**config.mk**
```make
export PLATFORM = sky130hd
export DESIGN_NAME = traffic_intersection_scheduler
export DESIGN_NICKNAME = d
export VERILOG_FILES = /design/src/rtl/traffic_pkg.sv /design/src/rtl/ped_request_latch.sv /design/src/rtl/traffic_intersection_scheduler.sv
export SDC_FILE = /design/constraint.sdc
export NUM_CORES = 1
export LEC_CHECK = 0
export CAP_MARGIN = 20
export CORE_UTILIZATION = 45
export DETAILED_ROUTE_END_ITERATION = 6
export PLACE_DENSITY_LB_ADDON = 0.15
export SYNTH_ARGS = -nofsm -noshare
export SYNTH_HDL_FRONTEND = slang
export SYNTH_HIERARCHICAL = 1
export SYNTH_SLANG_ARGS = --single-unit
```
**constraint.sdc**
```tcl
create_clock -name slow_clock -period 2.4 [get_ports slow_clock]
set_clock_uncertainty 0.05 [all_clocks]
set_input_delay 0.6 -clock slow_clock [delete_from_list [all_inputs] [get_ports slow_clock]]
set_output_delay 0.6 -clock slow_clock [all_outputs]
set_load 0.05 [all_outputs]
```
**src/rtl/traffic_pkg.sv**
```systemverilog
// Shared types for the two-way intersection scheduler.
// Phase codes, direction selector and lamp encodings.
package traffic_pkg;

  typedef enum logic [2:0] {
    PH_ALLRED    = 3'd0,
    PH_NS_GREEN  = 3'd1,
    PH_NS_YELLOW = 3'd2,
    PH_EW_GREEN  = 3'd3,
    PH_EW_YELLOW = 3'd4,
    PH_WALK      = 3'd5,
    PH_EMERG     = 3'd6
  } phase_t;

  typedef enum logic {
    DIR_NS = 1'b0,
    DIR_EW = 1'b1
  } dir_t;

  localparam logic [2:0] LIGHT_R = 3'b100;
  localparam logic [2:0] LIGHT_Y = 3'b010;
  localparam logic [2:0] LIGHT_G = 3'b001;

endpackage

```
**src/rtl/ped_request_latch.sv**
```systemverilog
// Pedestrian button edge detector with a sticky pending flag.
// Clear wins over a same-tick press so that press rides the current walk.
module ped_request_latch (
  input  logic slow_clock,
  input  logic reset,
  input  logic btn,
  input  logic clear,
  output logic pending
);

  logic btn_q;
  logic pulse;

  assign pulse = btn & ~btn_q;

  always_ff @(posedge slow_clock or posedge reset) begin
    if (reset) begin
      btn_q   <= 1'b0;
      pending <= 1'b0;
    end else begin
      btn_q <= btn;
      if (clear)
        pending <= 1'b0;
      else if (pulse)
        pending <= 1'b1;
    end
  end

endmodule

```
**src/rtl/traffic_intersection_scheduler.sv**
```systemverilog
// Two-way intersection sequencer with pedestrian walk and emergency hold.
// Lamps decode straight from the registered phase.
module traffic_intersection_scheduler
  import traffic_pkg::*;
#(
  parameter int T_GREEN     = 4,
  parameter int T_MIN_GREEN = 2,
  parameter int T_YELLOW    = 1,
  parameter int T_ALLRED    = 1,
  parameter int T_WALK      = 2,
  parameter int TIMER_W     = 4
) (
  input  logic       slow_clock,
  input  logic       reset,
  input  logic       ped_btn,
  input  logic       emergency,
  output logic [2:0] ns_light,
  output logic [2:0] ew_light,
  output logic       walk,
  output logic       ped_pending,
  output logic [2:0] phase
);

  localparam logic [TIMER_W-1:0] G_LAST  = TIMER_W'(T_GREEN - 1);
  localparam logic [TIMER_W-1:0] MG_LAST = TIMER_W'(T_MIN_GREEN - 1);
  localparam logic [TIMER_W-1:0] Y_LAST  = TIMER_W'(T_YELLOW - 1);
  localparam logic [TIMER_W-1:0] AR_LAST = TIMER_W'(T_ALLRED - 1);
  localparam logic [TIMER_W-1:0] W_LAST  = TIMER_W'(T_WALK - 1);

  phase_t             phase_q, phase_d;
  dir_t               dir_q, dir_d;
  logic [TIMER_W-1:0] timer_q, timer_d;
  phase_t             green_sel;
  logic               green_cut;
  logic               walk_clear;

  assign green_sel = (dir_q == DIR_NS) ? PH_NS_GREEN : PH_EW_GREEN;
  assign green_cut = (timer_q == G_LAST) ||
                     (ped_pending && (timer_q >= MG_LAST));
  assign walk_clear = (phase_d == PH_WALK) && (phase_q != PH_WALK);

  ped_request_latch u_ped (
    .slow_clock (slow_clock),
    .reset      (reset),
    .btn        (ped_btn),
    .clear      (walk_clear),
    .pending    (ped_pending)
  );

  always_comb begin
    phase_d = phase_q;
    dir_d   = dir_q;
    if (emergency && (phase_q != PH_EMERG)) begin
      phase_d = PH_EMERG;
    end else begin
      case (phase_q)
        PH_EMERG: begin
          if (!emergency) begin
            phase_d = PH_ALLRED;
            dir_d   = DIR_NS;
          end
        end
        PH_ALLRED: begin
          if (timer_q == AR_LAST)
            phase_d = ped_pending ? PH_WALK : green_sel;
        end
        PH_WALK: begin
          if (timer_q == W_LAST)
            phase_d = green_sel;
        end
        PH_NS_GREEN: begin
          if (green_cut)
            phase_d = PH_NS_YELLOW;
        end
        PH_EW_GREEN: begin
          if (green_cut)
            phase_d = PH_EW_YELLOW;
        end
        PH_NS_YELLOW, PH_EW_YELLOW: begin
          if (timer_q == Y_LAST) begin
            phase_d = PH_ALLRED;
            dir_d   = (dir_q == DIR_NS) ? DIR_EW : DIR_NS;
          end
        end
        default: phase_d = PH_ALLRED;
      endcase
    end
  end

  // An emergency hold keeps the timer parked at zero.
  always_comb begin
    if ((phase_d != phase_q) || (phase_q == PH_EMERG))
      timer_d = '0;
    else
      timer_d = timer_q + 1'b1;
  end

  always_ff @(posedge slow_clock or posedge reset) begin
    if (reset) begin
      phase_q <= PH_ALLRED;
      dir_q   <= DIR_NS;
      timer_q <= '0;
    end else begin
      phase_q <= phase_d;
      dir_q   <= dir_d;
      timer_q <= timer_d;
    end
  end

  always_comb begin
    ns_light = LIGHT_R;
    ew_light = LIGHT_R;
    walk     = 1'b0;
    case (phase_q)
      PH_NS_GREEN:  ns_light = LIGHT_G;
      PH_NS_YELLOW: ns_light = LIGHT_Y;
      PH_EW_GREEN:  ew_light = LIGHT_G;
      PH_EW_YELLOW: ew_light = LIGHT_Y;
      PH_WALK:      walk     = 1'b1;
      default: ;
    endcase
  end

  assign phase = phase_q;

endmodule

```
==> summary.md <==
| Metric | Value |
|---|---|
| CP Buf/Inv Count | 1 |
| Vias in the first global route | between 600 and 700 |
| Post-route ant nets | 0 |
| Final core occ | 0.665 |
| Met1 WL | 784 µm |
| I/O pin count | 15 |
| Pwr per Cell Area | 843 nW/µm² |
| Post-synthesis async set-or-reset flop share | 1.00 |
| Worst slew margin | 0.673 |
| Most common cell in the netlist | dfrtp_1 |
| Yosys top cell area share | 0.338 |
| CP cell instances | clkdlybuf4s50_1 |
| Area leader, netlist | dfrtp_1 |
| Initial antenna violation count | 0 |
| Clock transition at path regs | roughly 0.07 ns |
| Hold-fix buffers, CTS | 0 |
| Yosys Warn Count | 6 |
| Total CTS buffers | 3 |
| Critical path class | flip-flop to output port |
| DRT Wirelength | between 1.5 and 2 mm |
| Critical Path Sink Type | output port |
| Die height | 42.6 µm |
| Crit path time final | about 2.3 ns |
| Die span in x | 42.6 µm |
| Global-route wire length before repair | around 2.8 mm |
| Final setup violation count | 0 |
| Post-Layout Cell Count | 118 |
| Top_reg_cell synth | dfrtp_1 |
| Power Total | roughly 850 µW |
| Diodes inserted | 0 |
| Cells after Synth | 85 |
| Avg Inst Size Synth | a little under 9 µm² |
| Routed len/inst | between 10 and 15 µm |
| Critical path fanouts, max | 11 |
| Setup TNS | 0 ns |
| H-tree depth | 1 |
| Initial Util | 0.486 |
| List of most frequent post-synthesis cells | dfrtp_1, nor2_1, inv_1 |
| Post-synthesis sequential area ratio | 0.338 |
| Area Growth Syn to Fin | 36.8% |
| Leak | ~0.44 nW |
| Status | complete, no violations |
| Row count | 14 |
| Top routing layer in use | met4 |
| Slowest stage delay, CP | 0.85 ns |
| Drt via density | around 6.0 |
| Max_cap viols | 0 |
| DP Wirelength | approximately 1.3 mm |
| Final #Nets | between 100 and 150 |
| CTS tree | built |
| Top cells by area, synth | dfrtp_1, ha_1, nor2_1 |
| Post-cts resize count | 0 |
| Met3 WL | 71 µm |
| Drt pass-1 iters | 7 |
| Met2 WL | ~820 µm |
| Core Box Area | 1520 µm² |
| Max rail drop VDD | approximately 570 µV |
| Crit path max-delay family | buffers and inverters |
| Layout cells sized above 1 | 0.265 |
| Final period util | 0.943 |
| Crit path DAT | 1.61 ns |
| Final Hold Vio Count | 0 |
| Syn_nets | 93 |
| Largest net degree at the start of global routing | 15 |
| Final GP Congestion | about 0.80 |
| Post-synthesis register bit count | 10 |
| Die area | approximately 1800 µm² |
| CP max stage cell | clkdlybuf4s50_1 |
| Placed cell count | between 100 and 150 |
| Slew @ Worst Pin | just under 0.5 ns |
| Setup bufs post-CTS | 0 |
| Fin. max-slew vios | 0 |
| Clock sink count | 10 |
| Residual DRC | 0 |
| Iter 0 DRT Violations | 35 |
| Hold Path Class | input pin to async pin |
| Clk buf depth | 2 |
| Setup crit start kind | flip-flop |
| Hold Slack | roughly 0.45 ns |
| Synth Cell Area | 741 µm² |
| RSZ-0062 raised after global routing | false |
| Clk_lat worst skew | 0.26 ns |
| Root Buffer | clkbuf_4 |
| Vias post-DR | around 700 |
| Yosys cell types | 40 |
| Post-synth EDFFs | 0 |
| Worst EP required | about 1.8 ns |
| Max Fclk | approximately 0.44 GHz |
| # port buffers | 14 |
| GRT Residual Overflow | 0 |
| GRT Overall Usage | 0.206 |
[cell usage in the layout, fill, tap and decap left out, drive strengths merged, types with 2 or more instances in the layout]
cell and count:
inv 8, buf 12, mux2i 3, ha 4, nand3 3, nor3b 2
nand2b 2, and2 2, nor2b 2, clkdlybuf4s50 5, nand2 2, clkbuf 4
a22o 2, dfrtp 10, a21oi 4, nor3 5, nor2 9
[kinds of logic (layout without fill, tap and decap cells)]
family | count (synthesis) | after routing | synth area share
mux | 3 | 3 | 0.0405
simple gates | 36 | 36 | 0.279
xor+xnor | 2 | 2 | 0.0237
fa+ha+maj | 4 | 4 | 0.0676
buf+inv | 12 | 29 | 0.0625
flops | 10 | 10 | 0.338
compound gates | 18 | 18 | 0.189
[worst paths after layout]
kind	from	endpoint	slack [ns]	cells after the start
setup reg to reg	timer_q[0]$_DFF_PP0_	u_ped/pending$_DFFE_PP0P_	0.14	6
hold reg to reg	u_ped/btn_q$_DFF_PP0_	u_ped/pending$_DFFE_PP0P_	0.47	2
setup / recovery	phase[1]$_DFF_PP0_	phase[1]	0.14	1
min in group slow_clock	u_ped/btn_q$_DFF_PP0_	u_ped/pending$_DFFE_PP0P_	0.47	2
max in group asynchronous	reset	phase[1]$_DFF_PP0_	1.50	2
hold / removal	reset	u_ped/btn_q$_DFF_PP0_	0.45	2
[layer usage]
layer	vias to the layer above	track usage
li1	350	-
met1	332	0.270
met2	23	0.329
met3	4	0.0388
met4	0	0.0938
met5	-	0
[metrics by stage]
step | cell area [µm²] | setup slack (ns)
floorplan | 782 | 0.0300
global placement | 987 | 0.248
global route | 1010 | 0.00157
CTS | 1010 | 0.129
finish | 1010 | 0.136
detailed placement | 987 | 0.157
[cell type report]
type | instances | area, µm²
flip-flops and latches | 10 | 251
clock buffers | 4 | 26.3
fillers | 121 | 510
multi-input cells | 63 | 483
repair buffers | 17 | 203
well taps | 16 | 20.0
inverters | 8 | 30.0
[state kept, by name, summed over array words and instances (netlist names)]
name / cells
dir_q: 1
phase: 3
timer_q: 4
u_ped/btn_q: 1
u_ped/pending: 1
[power by group]
group	internal, mW	switching, mW
Clock	0.0640	0.0541
Sequential	0.198	0.0476
Combinational	0.202	0.289
No activity file was read; power rests on OpenSTA's default activity.
